## src/rtl/gray_counter_system_cfg_if.sv

```systemverilog
// rtl/gray_counter_system_cfg_if.sv - control inputs and LED outputs of the Gray counter system
interface gray_counter_system_cfg_if #(
  parameter int N = 4
) ();
  logic         en;
  logic         dir;
  logic         mode;
  logic         load;
  logic [N-1:0] load_val;
  logic [N-1:0] leds;
  logic         tick;
  logic         wrap;

  modport master (
    output en, dir, mode, load, load_val,
    input  leds, tick, wrap
  );

  modport slave (
    input  en, dir, mode, load, load_val,
    output leds, tick, wrap
  );
endinterface

```

## src/rtl/gray_counter_system_cfg.sv

```systemverilog
// rtl/gray_counter_system_cfg.sv - prescaled up/down counter with load, wrap/saturate and Gray/binary LEDs
module gray_counter_system_cfg #(
  parameter int N        = 4,
  parameter int DIVIDE   = 10,
  parameter bit SATURATE = 1'b0
) (
  input logic                i_clk,
  input logic                i_rst,
  gray_counter_system_cfg_if.slave bus
);
  localparam int PW = (DIVIDE > 1) ? $clog2(DIVIDE) : 1;
  localparam logic [PW-1:0] P_LAST = PW'(DIVIDE - 1);
  localparam logic [N-1:0]  CNT_MAX = {N{1'b1}};

  logic [PW-1:0] r_p;
  logic [N-1:0]  r_cnt;
  logic          r_tick;
  logic          r_wrap;

  logic          w_step;
  logic [N-1:0]  w_next;
  logic          w_wrapped;

  assign w_step = bus.en & ~bus.load & (r_p == P_LAST);

  // Boundary values either wrap around or stick, depending on SATURATE.
  always_comb begin
    w_next    = r_cnt;
    w_wrapped = 1'b0;
    if (bus.dir) begin
      if (r_cnt == CNT_MAX) begin
        w_next    = SATURATE ? r_cnt : '0;
        w_wrapped = ~SATURATE;
      end else begin
        w_next = r_cnt + N'(1);
      end
    end else begin
      if (r_cnt == '0) begin
        w_next    = SATURATE ? r_cnt : CNT_MAX;
        w_wrapped = ~SATURATE;
      end else begin
        w_next = r_cnt - N'(1);
      end
    end
  end

  always_ff @(posedge i_clk) begin
    if (i_rst) begin
      r_p    <= '0;
      r_cnt  <= '0;
      r_tick <= 1'b0;
      r_wrap <= 1'b0;
    end else if (bus.load) begin
      r_p    <= '0;
      r_cnt  <= bus.load_val;
      r_tick <= 1'b0;
      r_wrap <= 1'b0;
    end else if (w_step) begin
      r_p    <= '0;
      r_cnt  <= w_next;
      r_tick <= 1'b1;
      r_wrap <= w_wrapped;
    end else begin
      if (bus.en) begin
        r_p <= r_p + PW'(1);
      end
      r_tick <= 1'b0;
      r_wrap <= 1'b0;
    end
  end

  assign bus.leds = bus.mode ? r_cnt : (r_cnt ^ (r_cnt >> 1));
  assign bus.tick = r_tick;
  assign bus.wrap = r_wrap;
endmodule

```

## src/flat_wrapper.sv

```systemverilog
// flat-port wrapper written by rule: the top's interface ports become plain ports
module gray_counter_system_cfg_flat 
#(
  parameter int N        = 4,
  parameter int DIVIDE   = 10,
  parameter bit SATURATE = 1'b0
)
  (i_clk, i_rst, bus_en, bus_dir, bus_mode, bus_load, bus_load_val, bus_leds, bus_tick, bus_wrap);
  gray_counter_system_cfg_if #(.N(N)) bus_i ();
  input logic i_clk;
  input logic i_rst;
  input wire logic [$bits(bus_i.en)-1:0] bus_en;
  input wire logic [$bits(bus_i.dir)-1:0] bus_dir;
  input wire logic [$bits(bus_i.mode)-1:0] bus_mode;
  input wire logic [$bits(bus_i.load)-1:0] bus_load;
  input wire logic [$bits(bus_i.load_val)-1:0] bus_load_val;
  output wire logic [$bits(bus_i.leds)-1:0] bus_leds;
  output wire logic [$bits(bus_i.tick)-1:0] bus_tick;
  output wire logic [$bits(bus_i.wrap)-1:0] bus_wrap;
  assign bus_i.en = bus_en;
  assign bus_i.dir = bus_dir;
  assign bus_i.mode = bus_mode;
  assign bus_i.load = bus_load;
  assign bus_i.load_val = bus_load_val;
  assign bus_leds = bus_i.leds;
  assign bus_tick = bus_i.tick;
  assign bus_wrap = bus_i.wrap;
  gray_counter_system_cfg #(.N(N), .DIVIDE(DIVIDE), .SATURATE(SATURATE)) u_core (.i_clk(i_clk), .i_rst(i_rst), .bus(bus_i));
endmodule
```

## config.mk

```make
export PLATFORM = sky130hd
export DESIGN_NAME = gray_counter_system_cfg_flat
export DESIGN_NICKNAME = d
export VERILOG_FILES = /design/src/rtl/gray_counter_system_cfg_if.sv /design/src/rtl/gray_counter_system_cfg.sv /design/src/flat_wrapper.sv
export SDC_FILE = /design/constraint.sdc
export NUM_CORES = 1
export LEC_CHECK = 0
export ABC_AREA = 1
export BUFFER_PORTS_ARGS = -buffer_cell sky130_fd_sc_hd__buf_2
export CORE_MARGIN = 4
export CORE_UTILIZATION = 40
export CTS_CLUSTER_DIAMETER = 60
export DETAILED_ROUTE_END_ITERATION = 16
export PLACE_DENSITY = 0.74
export SLEW_MARGIN = 20
export SYNTH_ARGS = -nofsm -noshare
export SYNTH_HDL_FRONTEND = slang
export SYNTH_SLANG_ARGS = --single-unit
```

## constraint.sdc

```tcl
create_clock -name i_clk -period 1.2 [get_ports i_clk]
set_input_delay 0.24 -clock i_clk [delete_from_list [all_inputs] [get_ports i_clk]]
set_output_delay 0.24 -clock i_clk [all_outputs]
set_load 0.05 [all_outputs]
```

==> impl_metrics.env <==
export IMPL_slowest_stage="dfxtp_4"
export IMPL_hp_start="i_rst"
export IMPL_numClockSinks=10
export IMPL_yosys_top_cells_count="28 x nand2_1, 17 x nor2_1, 10 x dfxtp_1"
export IMPL_synth_adder_area_share=0.157
export IMPL_violations="setup timing"
export IMPL_dieHeight_um=50.3
export IMPL_netlist_area_leader_share=0.279
export IMPL_status="complete, but fails checks"
export IMPL_grt_ovfl_total=0
export IMPL_grt_use_total=0.141
export IMPL_worstHoldEndpoint="u_core.bus.tick"
export IMPL_pre_cts_slack_ns=-0.116
export IMPL_wl_per_cell_um=10.8
export IMPL_synth_compound_area_frac=0.103
export IMPL_async_flop_share=0
export IMPL_diodes=0
export IMPL_finalCoreUtilization=0.674
export IMPL_max_vdd_ir_drop_uv=908
export IMPL_vias=723
export IMPL_first_pass_iters=3
export IMPL_clock_path_buffers=2
export IMPL_power_density_nw_per_um2=922
export IMPL_synth_cells=105
export IMPL_synthMostInstantiatedCell="nand2_1"
export IMPL_grtUsageMet2=0.217
export IMPL_critPathBufInv=2
export IMPL_insertion_delay_ns=0.27
export IMPL_clock_skew_ns=0.00205
export IMPL_final_max_slew_viol_count=0
export IMPL_min_path_cells=2
export IMPL_hold_buffers=0
export IMPL_ys_seq_elements=10
export IMPL_relSlewSlack=0.833
export IMPL_syn_to_final_growth_pct=60.6
export IMPL_maxCapViolCount=0
export IMPL_worst_path_largest_cell_delay_ns=0.36
export IMPL_ant_nets=0
export IMPL_die_w_um=50.3
export IMPL_std_cell_rows=15
export IMPL_synth_enable_flop_cells=0
export IMPL_critical_path_top_delay_family="flip-flops"
export IMPL_reg2reg_from="u_core.r_p[1]"
export IMPL_max_freq_mhz=668
export IMPL_synth_xor_area_share=0.0244
export IMPL_startpoint_type="flop"
export IMPL_yosys_area_top_type="dfxtp_1"
export IMPL_grt_pass1_wl_mm=2.74
export IMPL_dp_hpwl_mm=1.21
export IMPL_syn_area_um2=717
export IMPL_die_area_um2=2530
export IMPL_synth_top_family_by_area="simple AND/OR/NAND/NOR gates"
export IMPL_rsz0062_at_grt="true"
export IMPL_rrSetupSlack_ns=0
export IMPL_finalCritPeriodShare=1.25
export IMPL_cp_end_kind="output pin"
export IMPL_grt_start_max_net_pins=8
export IMPL_crit_chain="inv_4 -> ha_4 -> nor2_4 -> a21oi_4 -> buf_6"
export IMPL_grt_busiest_layer="met2"
export IMPL_ys_seq_area_frac=0.279
export IMPL_synth_main_ff_cell="dfxtp_1"
export IMPL_finalSetupViolCount=3
export IMPL_path_clk_slew_ns=0.07
export IMPL_synthMuxAreaShare=0.0140
export IMPL_worstPathRequired_ns=0.96
export IMPL_ios=16
export IMPL_drc_errors=0
export IMPL_antenna_found_initial=0
export IMPL_initial_core_util=0.420
export IMPL_cts_made_buffers=3
export IMPL_drive_gt1_frac=0.530
export IMPL_worst_pin_slew_ns=0.249
export IMPL_synth_cell_types=20
export IMPL_syn_area_per_cell_um2=6.83
export IMPL_worstReg2RegEnd="u_core.r_p[2]"
export IMPL_grtUsageMet1=0.184
export IMPL_htreeDepth=1
export IMPL_rr_worst_depth=8
export IMPL_wl_mm=1.72
export IMPL_fin_ws_ns=-0.298
export IMPL_synth_nets=124
export IMPL_hold_violations=0
export IMPL_use_met3=0.0475
export IMPL_cts_root_buf="clkbuf_4"
export IMPL_gp_congestion=0.871
export IMPL_period_needed_ns=1.50
export IMPL_synthTopCellsByArea="dfxtp_1 28%, ha_1 16%, nand2_1 15%"
export IMPL_yosysWarnings=0
export IMPL_critPathMaxFanout=3
export IMPL_hold_slack_ns=0.217
export IMPL_grt_pass1_vias=671
export IMPL_p_leak_nw=0.508
export IMPL_avgViaCountPerCell=4.55
export IMPL_synth_simple_area_share=0.349
export IMPL_critPathArrivalTime_ns=1.26
export IMPL_cts_tree="done"
export IMPL_path_class="flop to output pin"
export IMPL_nets=154
export IMPL_hp_class="primary input to flop"
export IMPL_portBuffers=15
export IMPL_core_area_um2=1710
export IMPL_drt_iter0_markers=9
[power by group]
group          internal [mW]  leakage (nW)  switching (mW)
clock                  0.184        0.0210           0.125
sequential             0.346        0.0844          0.0117
combinational          0.169         0.403           0.226
[cells in the final DEF (no fill, tap or decap)]
cell type  count
clkbuf_4       3
nor4_2         1
nand2_4        1
dfxtp_2        4
ha_1           2
mux2i_1        1
o21ai_4        2
clkbuf_8       1
o21ai_1        3
inv_4          2
inv_2          7
ha_4           7
dfxtp_4        2
nand2_1       26
nor2_1        12
nand2_2        3
xor2_1         1
a21oi_2        2
nor2_4         2
nor2_2         4
inv_1          3
nand3_2        1
buf_4          9
buf_6          6
a21oi_1        1
a21oi_4        2
nor3_2         1
buf_2         11
o21a_1         1
o21ai_0        1
dfxtp_1        4
xnor2_1        1
nand3_1        7
[state kept, by name, indices dropped and copies added, names as in the netlist]
register,flops
u_core.r_cnt,4
u_core.r_p,4
u_core.bus.tick,1
u_core.bus.wrap,1
[metrics by stage]
stage	instances	power, mW	cell area, um^2	TNS [ns]
after floorplan	105	0.578	776	-0.243
after global routing	159	1.13	1150	-1.44
after detailed placement	153	0.673	942	-0.498
after global placement	153	0.669	942	-0.429
after CTS	158	1.05	1070	-0.909
final	159	1.06	1150	-0.887
[layout make-up]
cell class              count  area, um^2
fillers                   129         557
flip-flops and latches     10         213
well taps                  25        31.3
inverters                  12        50.0
repair buffers             26         190
clock buffers               4        36.3
multi-input cells          82         631
[worst max-delay path by stage]
| stage | start | to | slack [ns] | cells after the start |
|---|---|---|---|---|
| 3_3_place_gp | u_core.r_cnt[1] | bus_leds[1] | -0.1 | 5 |
| 3_5_place_dp | u_core.r_cnt[1] | bus_leds[1] | -0.12 | 5 |
| 5_1_grt | u_core.r_cnt[1] | bus_leds[1] | -0.35 | 5 |
| 4_1_cts | u_core.r_cnt[1] | bus_leds[0] | -0.31 | 5 |
| 6_report | u_core.r_cnt[2] | bus_leds[2] | -0.30 | 5 |
| 2_1_floorplan | u_core.r_cnt[2] | bus_leds[1] | -0.08 | 4 |
[metal layers]
layer,wire (um),vias up
li1,-,392
met1,841,314
met2,786,15
met3,74,2
met4,13,0
met5,0,-
[logic make-up after synthesis]
group                    after synthesis
multiplexers                           1
adder cells (fa/ha/maj)                9
flip-flops                            10
XOR/XNOR                               2
AO/OA/AOI/OAI                         12
AND/OR/NAND/NOR                       58
buffers and inverters                 13
[what timing repair did]
item                                    in CTS  in global routing
gates cloned                                 0                  0
gates resized for setup                     22                 17
setup buffers                                1                  2
endpoints found under the setup margin      12                 10
pin swaps                                    6                 12
endpoints found under the hold margin        0                  0
Note: power is estimated with default switching activity, not from simulation.
